==> config.mk <==
export PLATFORM = sky130hd
export DESIGN_NAME = store_rmw_unit
export DESIGN_NICKNAME = d
export VERILOG_FILES = /design/src/rtl/store_pkg.sv /design/src/rtl/store_lane_merge.sv /design/src/rtl/store_rmw_unit.sv
export SDC_FILE = /design/constraint.sdc
export NUM_CORES = 1
export LEC_CHECK = 0
export CAP_MARGIN = 40
export CORE_MARGIN = 1.5
export CORE_UTILIZATION = 28
export CTS_CLUSTER_DIAMETER = 60
export DETAILED_ROUTE_END_ITERATION = 16
export SETUP_SLACK_MARGIN = 0.02
export SLEW_MARGIN = 10
export SYNTH_ARGS = -nofsm -noshare
export SYNTH_HDL_FRONTEND = slang
export SYNTH_SLANG_ARGS = --single-unit
==> constraint.sdc <==
create_clock -name clk -period 1.95 [get_ports clk]
set_input_delay 0.195 -clock clk [delete_from_list [all_inputs] [get_ports clk]]
set_output_delay 0.195 -clock clk [all_outputs]
set_load 0.005 [all_outputs]
==> src/rtl/store_pkg.sv <==
// Shared definitions for the store read-modify-write path: store opcodes,
// controller states and the store-opcode decode helper.
package store_pkg;

  localparam logic [5:0] OP_SB = 6'h28;
  localparam logic [5:0] OP_SH = 6'h29;
  localparam logic [5:0] OP_SW = 6'h2B;

  typedef enum logic [2:0] {
    IDLE  = 3'd0,
    READ  = 3'd1,
    WAIT  = 3'd2,
    MERGE = 3'd3,
    WRITE = 3'd4
  } state_e;

  function automatic logic is_store(input logic [5:0] op);
    return (op == OP_SB) || (op == OP_SH) || (op == OP_SW);
  endfunction

endpackage

==> src/rtl/store_lane_merge.sv <==
// Combinational lane merge: replaces the byte/halfword selected by the
// little-endian offset inside the old word. SW passes the new word through.
// Kept standalone so byte-enable memories can reuse it.
module store_lane_merge
  import store_pkg::*;
(
  input  logic [31:0] old_i,
  input  logic [31:0] new_i,
  input  logic [5:0]  op_i,
  input  logic [1:0]  off_i,
  output logic [31:0] word_o
);

  // Start from the old word and overwrite only the addressed lane.
  always_comb begin
    word_o = old_i;
    case (op_i)
      OP_SB: word_o[8*off_i +: 8] = new_i[7:0];
      OP_SH: begin
        // Offset bit 0 is not part of the halfword lane select.
        if (off_i[1]) word_o[31:16] = new_i[15:0];
        else          word_o[15:0]  = new_i[15:0];
      end
      OP_SW:   word_o = new_i;
      default: ;
    endcase
  end

endmodule

==> src/rtl/store_rmw_unit.sv <==
// Store unit for a word-wide data memory without byte enables.
// SW writes directly; SB/SH read the word, merge the new lane and write back.
// Optional macro STORE_MISALIGN_TRAP_EN: misaligned SH/SW are accepted,
// dropped and flagged with a one-cycle misalign pulse.
module store_rmw_unit
  import store_pkg::*;
#(
  parameter int ADDR_W     = 32,
  parameter int MEM_RD_LAT = 1
) (
  input  logic              clk,
  input  logic              rst_n,
  input  logic              req_valid,
  output logic              req_ready,
  input  logic [5:0]        opcode,
  input  logic [ADDR_W-1:0] addr,
  input  logic [31:0]       wdata,
  output logic [ADDR_W-1:0] mem_addr,
  output logic              mem_re,
  input  logic [31:0]       mem_rdata,
  output logic              mem_we,
  output logic [31:0]       mem_wdata,
  output logic              stall,
  output logic              done,
  output logic              misalign
);

  localparam logic [1:0] LAT_M1 = 2'(MEM_RD_LAT - 1);

  state_e            state_q, state_d;
  logic [1:0]        cnt_q, cnt_d;
  logic [5:0]        op_q, op_d;
  logic [ADDR_W-1:0] addr_q, addr_d;
  logic [31:0]       data_q, data_d;
  logic [31:0]       merged;
  logic              accept, trap;

  assign accept = req_valid && req_ready && is_store(opcode);

`ifdef STORE_MISALIGN_TRAP_EN
  assign trap     = accept && (((opcode == OP_SH) && addr[0]) ||
                               ((opcode == OP_SW) && (addr[1:0] != 2'b00)));
  assign misalign = trap;
`else
  assign trap     = 1'b0;
  assign misalign = 1'b0;
`endif

  store_lane_merge u_merge (
    .old_i  (mem_rdata),
    .new_i  (data_q),
    .op_i   (op_q),
    .off_i  (addr_q[1:0]),
    .word_o (merged)
  );

  // State and request registers; reset abandons any store in flight.
  always_ff @(posedge clk) begin
    if (!rst_n) begin
      state_q <= IDLE;
      cnt_q   <= 2'd0;
      op_q    <= 6'd0;
      addr_q  <= '0;
      data_q  <= 32'd0;
    end else begin
      state_q <= state_d;
      cnt_q   <= cnt_d;
      op_q    <= op_d;
      addr_q  <= addr_d;
      data_q  <= data_d;
    end
  end

  // Next-state logic; data_q holds the store data, then the merged word.
  always_comb begin
    state_d = state_q;
    cnt_d   = cnt_q;
    op_d    = op_q;
    addr_d  = addr_q;
    data_d  = data_q;
    case (state_q)
      IDLE: begin
        if (accept) begin
          op_d   = opcode;
          addr_d = addr;
          data_d = wdata;
          if (!trap) state_d = (opcode == OP_SW) ? WRITE : READ;
        end
      end
      READ: begin
        cnt_d   = LAT_M1;
        state_d = (LAT_M1 != 2'd0) ? WAIT : MERGE;
      end
      WAIT: begin
        cnt_d = cnt_q - 2'd1;
        if (cnt_d == 2'd0) state_d = MERGE;
      end
      MERGE: begin
        data_d  = merged;
        state_d = WRITE;
      end
      WRITE:   state_d = IDLE;
      default: state_d = IDLE;
    endcase
  end

  // Memory strobes and pipeline handshake decoded from the current state.
  always_comb begin
    req_ready = (state_q == IDLE);
    mem_re    = (state_q == READ);
    mem_we    = (state_q == WRITE);
    done      = (state_q == WRITE);
    mem_wdata = (state_q == WRITE) ? data_q : 32'd0;
    stall     = (state_q != IDLE) || accept;
    mem_addr  = {addr_q[ADDR_W-1:2], 2'b00};
  end

endmodule

==> results.py <==
metrics = {
    "clocking": {
        "cts_tree": "done",
        "cts_num_sinks": 75,
        "cts_buffers": 9,
        "clk_path_buf_depth": 2,
        "cts-root-buf": "clkbuf_16",
        "path_clk_slew_ps": 60,
        "htree_levels": 3,
        "worstSkewPairLatency_ps": 340,
    },
    "route": {
        "wl_per_cell_um": 16.5,
        "routed_wl_mm": 14.4,
        "dr.pass1.iters": 5,
        "drc": 0,
        "vias": 4404,
        "via_per_inst": 5.05,
        "drtIter0Drc": 416,
        "final_antenna_net_count": 0,
    },
    "outcome": {
        "status": "complete, no violations",
    },
    "global_routing": {
        "overflow": 0,
        "grt_max_degree": 39,
        "grt_pass1_vias": 4474,
        "grtUsageTotal_pct": 18.0,
        "antenna_found_initial": 0,
        "grt_first_pass_wirelength_mm": 22.6,
    },
    "worst_setup_path": {
        "r2r_cells": 7,
        "worstReg2RegStart": "addr_q[0]$_SDFFE_PN0P_",
        "r2r-end": "data_q[26]$_SDFFE_PN0P_",
        "setup.worst_path.class": "flip-flop to output pin",
        "cp_data_required_time_ps": 1750,
        "end_kind": "output pin",
        "crit_fanout": 33,
        "cp_data_arrival_time_ps": 1730,
        "r2r_setup_slack_ps": 130,
        "crit_path_start_kind": "flip-flop",
    },
    "sta": {
        "worst_slack_ps": 29.0,
        "post-route-period-util_pct": 98.5,
        "finalClockSkew_ps": 4.35,
        "hold_viol": 0,
        "fin_crit_ps": 1920,
        "max_clock_freq_mhz": 521,
        "tns_ps": 0,
        "rsz0062_at_grt": "yes",
        "setup_viol_count_final": 0,
        "final_max_slew_viol_count": 0,
    },
    "cells_and_area": {
        "fin_cells": 872,
        "drive_above_1_share_pct": 11.9,
        "nNetsFinal": 794,
        "diodes": 0,
        "syn_to_final_growth_pct": 51.8,
    },
    "yosys": {
        "async_reset_ff_share_pct": 0,
        "synth_area_mm2": 0.00426,
        "postSynthAreaPerCell_um2": 7.94,
        "synth-edff-count": 0,
        "yosys.area.top_type": "dfxtp_1",
        "ys_types": 47,
        "yosys_warnings": 0,
        "synth_top_area_share_pct": 35.2,
        "ys_seq_elements": 75,
        "yosys-top-cells-count": "94 x nand2_1, 75 x dfxtp_1, 45 x nand3_1",
        "ys_seq_area_share_pct": 35.2,
        "syn_inst": 537,
        "ys.flop_type": "dfxtp_1",
        "synthTopCellsByArea": "dfxtp_1 35%, nand2_1 8.3%, buf_4 6.5%, nand3_1 5.3%, and3_1 5.0%",
        "synth.most_common_cell": "nand2_1",
    },
    "place": {
        "gp_congestion": 0.861,
        "hpwl_mm": 11.0,
        "port_buffers": 171,
        "pre_cts_ws_ps": -3.47,
        "placed_cells": 855,
    },
    "floorplan": {
        "initial_core_util_pct": 29.0,
        "die_w_um": 126,
        "die_h_um": 126,
        "die-area_mm2": 0.0160,
        "fp.coreArea_mm2": 0.0147,
        "num_io_pins": 175,
        "num_rows": 44,
    },
    "power_and_ir_drop": {
        "power_density_mw_per_mm2": 536,
        "p_total_mw": 3.47,
        "vdd_ir_drop_max_mv": 0.443,
        "p_leak_nw": 2.87,
    },
    "worst_hold_path": {
        "holdPathStages": 3,
        "hold_path_end": "data_q[7]$_SDFFE_PN0P_",
        "hold_start": "rst_n",
        "hp-class": "input port to flip-flop",
    },
    "run": {
        "max_cap_viol_count": 0,
    },
}
-- state kept, by name, indices dropped and copies added, names as in the netlist --
register and count:
addr_q 32, op_q 6, cnt_q 2, data_q 32, state_q 3
-- power breakdown --
part	switching [mW]	internal, mW
registers	0.0148	1.55
clock network	0.640	0.889
logic	0.130	0.248
total	0.786	2.69
-- what timing repair did --
action / CTS / global route
buffers inserted: 0 / 1
pin swaps: 0 / 1
endpoints found under the hold margin: 0 / 0
resized for setup: 6 / 35
hold buffers: 0 / 0
setup endpoints to repair: 35 / 63
-- through the flow --
| stage | util, % | instance area (um^2) | hold WS [ps] |
|---|---|---|---|
| floorplan | - | 4280 | 330 |
| global placement | 41.3 | 6070 | 440 |
| detailed placement | 41.3 | 6070 | 447 |
| CTS | 43.3 | 6360 | 298 |
| global route | 44.0 | 6470 | 325 |
| finish | 44.0 | 6470 | 308 |
-- cells in the final DEF, fill, tap and decap left out, drive strengths merged, types with 8 or more instances in the layout --
cell type,n
a21boi,34
a21o,8
a21oi,24
a221oi,19
and3,34
buf,37
clkbuf,11
clkdlybuf4s50,144
dfxtp,75
dlymetal6s2s,26
nand2,94
nand2b,8
nand3,45
nor2,23
o21ai,17
o2bb2ai,8
o31ai,16
-- logic make-up (layout without fill, tap and decap cells) --
logic type,Yosys count,in the layout,share of synthesized area (%)
buffers and inverters,79,228,10.8
flip-flops,75,75,35.2
adder cells (fa/ha/maj),6,6,1.76
other,1,3,0.0879
AND/OR/NAND/NOR,238,238,28.2
XOR/XNOR,1,1,0.205
AO/OA/AOI/OAI,137,137,23.7
-- worst max-delay path by stage --
stage          cells past startpoint                       to  slack (ps)               startpoint
2_1_floorplan                      8  data_q[17]$_SDFFE_PN0P_          30   addr_q[1]$_SDFFE_PN0P_
5_1_grt                            4            mem_wdata[31]         -40  state_q[1]$_SDFFE_PN0P_
3_5_place_dp                       6  data_q[17]$_SDFFE_PN0P_          -3                opcode[4]
4_1_cts                            4            mem_wdata[15]           8  state_q[0]$_SDFFE_PN0P_
3_3_place_gp                       6  data_q[28]$_SDFFE_PN0P_          50                opcode[4]
6_report                           4            mem_wdata[31]          30  state_q[0]$_SDFFE_PN0P_
-- critical path, cell delays in order, from the launching register on --
cell and delay [ps]:
dfxtp_1 340, nor2_4 160, buf_12 180, and3_1 190, clkdlybuf4s50_1 510
-- cell type report --
cell class	count	area, um^2
Multi-Input combinational cell	385	2360
Sequential cell	75	1510
Timing Repair Buffer	207	2090
Clock buffer	11	243
Tap cell	184	230
Clock inverter	5	28.8
Inverter	5	18.8
Fill cell	1435	8230
-- routing by layer --
metal / vias to the layer above / share of wire [%] / track usage (%)
met5: - / 0 / 0
met4: 0 / 2.9 / 7.64
met3: 27 / 9.4 / 5.82
met2: 168 / 48 / 30.7
met1: 2052 / 40 / 20.8
li1: 2157 / - / -
No activity file was read; power rests on OpenSTA's default activity.
